**config.mk**
```make
export PLATFORM = sky130hd
export DESIGN_NAME = dmem_arbiter
export DESIGN_NICKNAME = d
export VERILOG_FILES = /design/src/rtl/dmem_arbiter.sv
export SDC_FILE = /design/constraint.sdc
export NUM_CORES = 1
export LEC_CHECK = 0
export BUFFER_PORTS_ARGS = -buffer_cell sky130_fd_sc_hd__clkbuf_2
export CORE_ASPECT_RATIO = 0.9
export CORE_MARGIN = 3
export CORE_UTILIZATION = 35
export DETAILED_ROUTE_END_ITERATION = 8
export HOLD_SLACK_MARGIN = 0.15
export PLACE_DENSITY = 0.75
export SLEW_MARGIN = 25
export SYNTH_ARGS = -nofsm -noshare
export SYNTH_HDL_FRONTEND = slang
export SYNTH_SLANG_ARGS = --single-unit
```
**constraint.sdc**
```tcl
create_clock -name i_clk -period 1.8 [get_ports i_clk]
set_input_delay 0.18 -clock i_clk [delete_from_list [all_inputs] [get_ports i_clk]]
set_output_delay 0.18 -clock i_clk [all_outputs]
set_load 0.02 [all_outputs]
```
**src/rtl/dmem_arbiter.sv**
```systemverilog
// Round-robin arbiter: two load/store requesters share one async-read, sync-write data memory.
// Response 2 cycles after ready; one request per 2 cycles; ready only in IDLE, and valid may drop unaccepted.
module dmem_arbiter #(
    parameter int P_ADDR_WIDTH = 8,
    parameter int P_DATA_WIDTH = 32
) (
    input  logic                      i_clk,
    input  logic                      i_rst,

    input  logic                      i_req0_valid,
    output logic                      o_req0_ready,
    input  logic                      i_req0_we,
    input  logic [P_ADDR_WIDTH-1:0]   i_req0_addr,
    input  logic [P_DATA_WIDTH-1:0]   i_req0_wdata,
    input  logic [P_DATA_WIDTH/8-1:0] i_req0_be,
    output logic                      o_rsp0_valid,
    output logic [P_DATA_WIDTH-1:0]   o_rsp0_rdata,

    input  logic                      i_req1_valid,
    output logic                      o_req1_ready,
    input  logic                      i_req1_we,
    input  logic [P_ADDR_WIDTH-1:0]   i_req1_addr,
    input  logic [P_DATA_WIDTH-1:0]   i_req1_wdata,
    input  logic [P_DATA_WIDTH/8-1:0] i_req1_be,
    output logic                      o_rsp1_valid,
    output logic [P_DATA_WIDTH-1:0]   o_rsp1_rdata,

    output logic                      o_mem_we,
    output logic [P_ADDR_WIDTH-1:0]   o_mem_addr,
    output logic [P_DATA_WIDTH-1:0]   o_mem_wdata,
    input  logic [P_DATA_WIDTH-1:0]   i_mem_rdata
);

    localparam int NB = P_DATA_WIDTH / 8;

    localparam logic [0:0] ST_IDLE   = 1'b0;
    localparam logic [0:0] ST_ACCESS = 1'b1;

    logic [0:0]              state_q, state_d;
    logic                    last_q, last_d;
    logic                    we_q, we_d;
    logic [P_ADDR_WIDTH-1:0] addr_q, addr_d;
    logic [P_DATA_WIDTH-1:0] wdata_q, wdata_d;
    logic [NB-1:0]           be_q, be_d;
    logic                    id_q, id_d;
    logic                    rsp0_vld_q, rsp0_vld_d;
    logic                    rsp1_vld_q, rsp1_vld_d;
    logic [P_DATA_WIDTH-1:0] rsp0_rdata_q, rsp0_rdata_d;
    logic [P_DATA_WIDTH-1:0] rsp1_rdata_q, rsp1_rdata_d;

    logic                    gnt_id;
    logic                    ready0, ready1;
    logic                    mem_we;
    logic [P_ADDR_WIDTH-1:0] mem_addr;
    logic [P_DATA_WIDTH-1:0] mem_wdata;

    always_comb begin
        state_d      = state_q;
        last_d       = last_q;
        we_d         = we_q;
        addr_d       = addr_q;
        wdata_d      = wdata_q;
        be_d         = be_q;
        id_d         = id_q;
        rsp0_vld_d   = 1'b0;
        rsp1_vld_d   = 1'b0;
        rsp0_rdata_d = rsp0_rdata_q;
        rsp1_rdata_d = rsp1_rdata_q;
        gnt_id       = 1'b0;
        ready0       = 1'b0;
        ready1       = 1'b0;
        mem_we       = 1'b0;
        mem_addr     = '0;
        mem_wdata    = '0;

        case (state_q)
            ST_IDLE: begin
                if (i_req0_valid || i_req1_valid) begin
                    // On a tie the requester not granted last time wins.
                    if (i_req0_valid && i_req1_valid)
                        gnt_id = ~last_q;
                    else
                        gnt_id = i_req1_valid;
                    ready0  = ~gnt_id;
                    ready1  = gnt_id;
                    we_d    = gnt_id ? i_req1_we    : i_req0_we;
                    addr_d  = gnt_id ? i_req1_addr  : i_req0_addr;
                    wdata_d = gnt_id ? i_req1_wdata : i_req0_wdata;
                    be_d    = gnt_id ? i_req1_be    : i_req0_be;
                    id_d    = gnt_id;
                    last_d  = gnt_id;
                    state_d = ST_ACCESS;
                end
            end
            ST_ACCESS: begin
                mem_addr = addr_q;
                mem_we   = we_q && (be_q != '0);
                // Read-modify-write: unselected bytes are written back from the current word.
                for (int k = 0; k < NB; k++)
                    mem_wdata[8*k +: 8] = be_q[k] ? wdata_q[8*k +: 8] : i_mem_rdata[8*k +: 8];
                if (id_q) begin
                    rsp1_vld_d   = 1'b1;
                    rsp1_rdata_d = i_mem_rdata;
                end else begin
                    rsp0_vld_d   = 1'b1;
                    rsp0_rdata_d = i_mem_rdata;
                end
                state_d = ST_IDLE;
            end
        endcase
    end

    always_ff @(posedge i_clk) begin
        if (i_rst) begin
            state_q      <= ST_IDLE;
            last_q       <= 1'b1;
            we_q         <= 1'b0;
            addr_q       <= '0;
            wdata_q      <= '0;
            be_q         <= '0;
            id_q         <= 1'b0;
            rsp0_vld_q   <= 1'b0;
            rsp1_vld_q   <= 1'b0;
            rsp0_rdata_q <= '0;
            rsp1_rdata_q <= '0;
        end else begin
            state_q      <= state_d;
            last_q       <= last_d;
            we_q         <= we_d;
            addr_q       <= addr_d;
            wdata_q      <= wdata_d;
            be_q         <= be_d;
            id_q         <= id_d;
            rsp0_vld_q   <= rsp0_vld_d;
            rsp1_vld_q   <= rsp1_vld_d;
            rsp0_rdata_q <= rsp0_rdata_d;
            rsp1_rdata_q <= rsp1_rdata_d;
        end
    end

    // Reset masks handshakes and the write strobe immediately, aborting any access in flight.
    assign o_req0_ready = ready0 & ~i_rst;
    assign o_req1_ready = ready1 & ~i_rst;
    assign o_rsp0_valid = rsp0_vld_q & ~i_rst;
    assign o_rsp1_valid = rsp1_vld_q & ~i_rst;
    assign o_rsp0_rdata = rsp0_rdata_q;
    assign o_rsp1_rdata = rsp1_rdata_q;
    assign o_mem_we     = mem_we & ~i_rst;
    assign o_mem_addr   = mem_addr;
    assign o_mem_wdata  = mem_wdata;

endmodule

```
==> results.yml <==
final_layout:
  seqCellArea_sq_um: 2286
  fillers: 1130
  layout.cells.non_filler: 1185
  multi_input_area_sq_um: 2455
  antenna_cells: 0
  nNetsFinal: 1109
  syn2layout_area_growth_pct: 66.45
  stdcell_area_sq_um: 8249
  drive_gt1_share_pct: 29.92
detailed_routing:
  wl_um: 20540
  drt_pass1_iterations: 5
  drt_iter0_drc: 408
  via_per_inst: 5.100
  met1_length_um: 8199
  num_vias: 6044
  top_layer_used: "met4"
  met3_length_um: 1327
  drc: 0
  wl_met2_um: 10120
  drt-wirelength-per-cell_um: 17.34
  antenna_left: 0
place:
  gp_routability_congestion: 0.8229
  dp_cells: 1029
  io_buffers: 234
  dp_hpwl_um: 12230
  dpl_cell_area_sq_um: 6400
yosys:
  synth-seq-cells: 114
  yosys_most_used_dff: "dfxtp_1"
  synth_area_sq_um: 4956
  synthAdderAreaFrac_pct: 0
  synth_compound_area_share_pct: 19.14
  synth_cell_types: 20
  synth_xor_area_share_pct: 0
  seq_area_frac_synth_pct: 46.05
  synth_area_leaders: "dfxtp_1 (46%), nand2_1 (13%), a21oi_1 (11%)"
  yosysTopAreaCellShare_pct: 46.05
  synth-simple-area-share_pct: 23.28
  synth_nets: 763
  avgSynthCellArea_sq_um: 7.780
  synth_cells: 637
  synth_edf_count: 0
  synth_top_cell_by_area: "dfxtp_1"
  yosysWarningCount: 0
  synth_mux_area_share_pct: 6.463
  synthArstFlopShare_pct: 0
  synth_top_family_by_area: "simple AND/OR/NAND/NOR gates"
floorplan:
  ios: 235
  die_area_sq_um: 15630
  fp.dieW_um: 131.4
  rows: 40
  die-height_um: 118.9
  core_sq_um: 13610
  start_util_pct: 36.41
worst_setup_path:
  crit_required_ns: 1.62
  end_kind: "output port"
  crit_chain: "o21bai_4, buf_12, nor3_1, clkbuf_2"
  startpoint_type: "register"
  worstSetupPathType: "reg -> out"
  crit_arrival_ns: 1.52
  cp_max_fo: 15
  r2r_setup_slack_ns: 0.11
  reg2regPathDepth: 5
  max_stage_delay_ns: 0.37
  r2r-end: "be_q[2]"
  crit_family: "buffers and inverters"
  cp_num_buf_inv: 2
  cpMaxStageDelayCell: "dfxtp_4"
  reg2reg_from: "last_q"
timing:
  holdWs_ns: 0.1894
  drv_slew: 0
  finalSetupViolCount: 0
  period_share_pct: 94.72
  slew_headroom_pct: 69.83
  fin_skew_ns: 0.009752
  worst_slew_pin_slew_ns: 0.4484
  fmax_mhz: 586.5
  final_hold_viol_count: 0
  rsz0062_at_grt: "false"
  layout_min_cycle_time_ns: 1.705
  fin_setup_tns_ns: 0
run:
  max-cap-violations: 0
cts:
  cts_buffer_depth: 2
  cts_setup_buffers: 0
  root_buffer: "clkbuf_16"
  cts_buffers: 17
  cts_tree: "yes"
  clk_latency_ns: 0.42
  htree_levels: 4
  clock_sinks: 114
  clkTransAtPathRegs_ns: 0.05
global_route:
  grt_overflow: 0
  grt_max_degree: 43
  grt_pass1_vias: 6058
  antenna_found_initial: 0
  grt_usage_pct: 25.50
  grt_pass1_wl_um: 31710
power_and_ir_drop:
  p_leak_nw: 3.724
  ir_drop_mv: 0.7783
  p_per_area_nw_per_um2: 919.5
min_path:
  hold_path.class: "in -> reg"
  holdPathStages: 2
  whs_endpoint: "rsp1_vld_q"
  min-delay-start: "i_rst"
outcome:
  status: "finished clean"
[stage by stage]
step	util [%]	worst slack [ns]	power, W
detailed placement	47.01	0.3606	0.004076
global route	60.60	0.008508	0.007882
floorplan	-	0.3098	0.003556
CTS	60.28	0.02623	0.007588
global placement	47.01	0.4325	0.004060
finish	60.60	0.09501	0.007585
[where the power goes]
part / switching [W] / internal (W) / total (W)
Clock: 0.00119 / 0.00209 / 0.00328
Sequential: 0.000101 / 0.00269 / 0.00279
Combinational: 0.000824 / 0.000684 / 0.00151
[cell type report]
type / instances / area share [%]
sequential: 114 / 27.71
tap: 189 / 2.867
clock inverter: 11 / 1.350
timing repair buffer: 383 / 32.73
clock buffer: 21 / 5.582
multi-input combinational: 467 / 29.76
[repair_timing]
| action | in CTS | in global routing |
|---|---|---|
| gates cloned | 0 | 1 |
| resized for setup | 1 | 5 |
| endpoints found under the hold margin | 110 | 0 |
| hold buffers | 123 | 0 |
| endpoints found under the setup margin | 1 | 4 |
[per-layer routing]
metal | up-vias | global-route usage [%]
met4 | 0 | 15.22
li1 | 2819 | -
met1 | 2793 | 28.61
met2 | 346 | 43.78
met5 | - | 0
met3 | 86 | 6.461
[sequential cells by signal (all words and copies together), names as in the netlist]
name / cells
o_rsp0_rdata: 32
o_rsp1_rdata: 32
wdata_q: 32
addr_q: 8
be_q: 4
id_q: 1
last_q: 1
rsp0_vld_q: 1
rsp1_vld_q: 1
state_q: 1
we_q: 1
[cells by family (layout without fill, tap and decap cells)]
family                 Yosys count  in the layout
AO/OA/AOI/OAI                  160            160
buffers and inverters           56            415
flip-flops                     114            114
multiplexers                    32             32
AND/OR/NAND/NOR                275            275
[Yosys cell counts (2+ instances only)]
library cell and number:
nor2b_1 35, nand2_1 175, mux2i_1 32, and2_1 9, nand2b_1 2, buf_4 5, dfxtp_1 114, nor2_1 50
a21oi_1 109, nor3_1 3, a211oi_1 45, clkbuf_1 33, buf_2 18
[worst max-delay path by stage]
stage | cells after the start | slack (ns) | start | end
6_report | 4 | 0.1 | state_q | o_req0_ready
5_1_grt | 4 | 0.009 | be_q[2] | o_mem_wdata[22]
4_1_cts | 3 | 0.03 | be_q[0] | o_mem_we
3_5_place_dp | 4 | 0.36 | state_q | wdata_q[14]
3_3_place_gp | 4 | 0.43 | last_q | wdata_q[29]
2_1_floorplan | 3 | 0.31 | be_q[0] | o_mem_we
[cells in the final DEF (no fill, tap or decap)]
master / n
nand2b_1: 1
nand2b_2: 1
nor2_1: 50
dlygate4sd3_1: 123
clkbuf_8: 2
dfxtp_4: 1
nor2b_4: 1
clkinv_2: 7
clkinv_4: 1
mux2i_1: 32
o21ba_2: 1
a21bo_4: 1
o21bai_4: 1
a2bb2oi_1: 1
nand2_1: 175
a211oi_1: 44
a21boi_4: 1
buf_8: 1
clkbuf_16: 18
buf_4: 19
nor4_1: 1
clkinvlp_4: 1
clkbuf_2: 232
a221o_1: 1
dfxtp_1: 113
clkbuf_1: 2
nor2b_1: 34
and2_1: 9
nor3_1: 3
a21oi_1: 109
a211oi_2: 1
buf_2: 1
buf_12: 6
bufinv_16: 2
No activity file was read; power rests on OpenSTA's default activity.
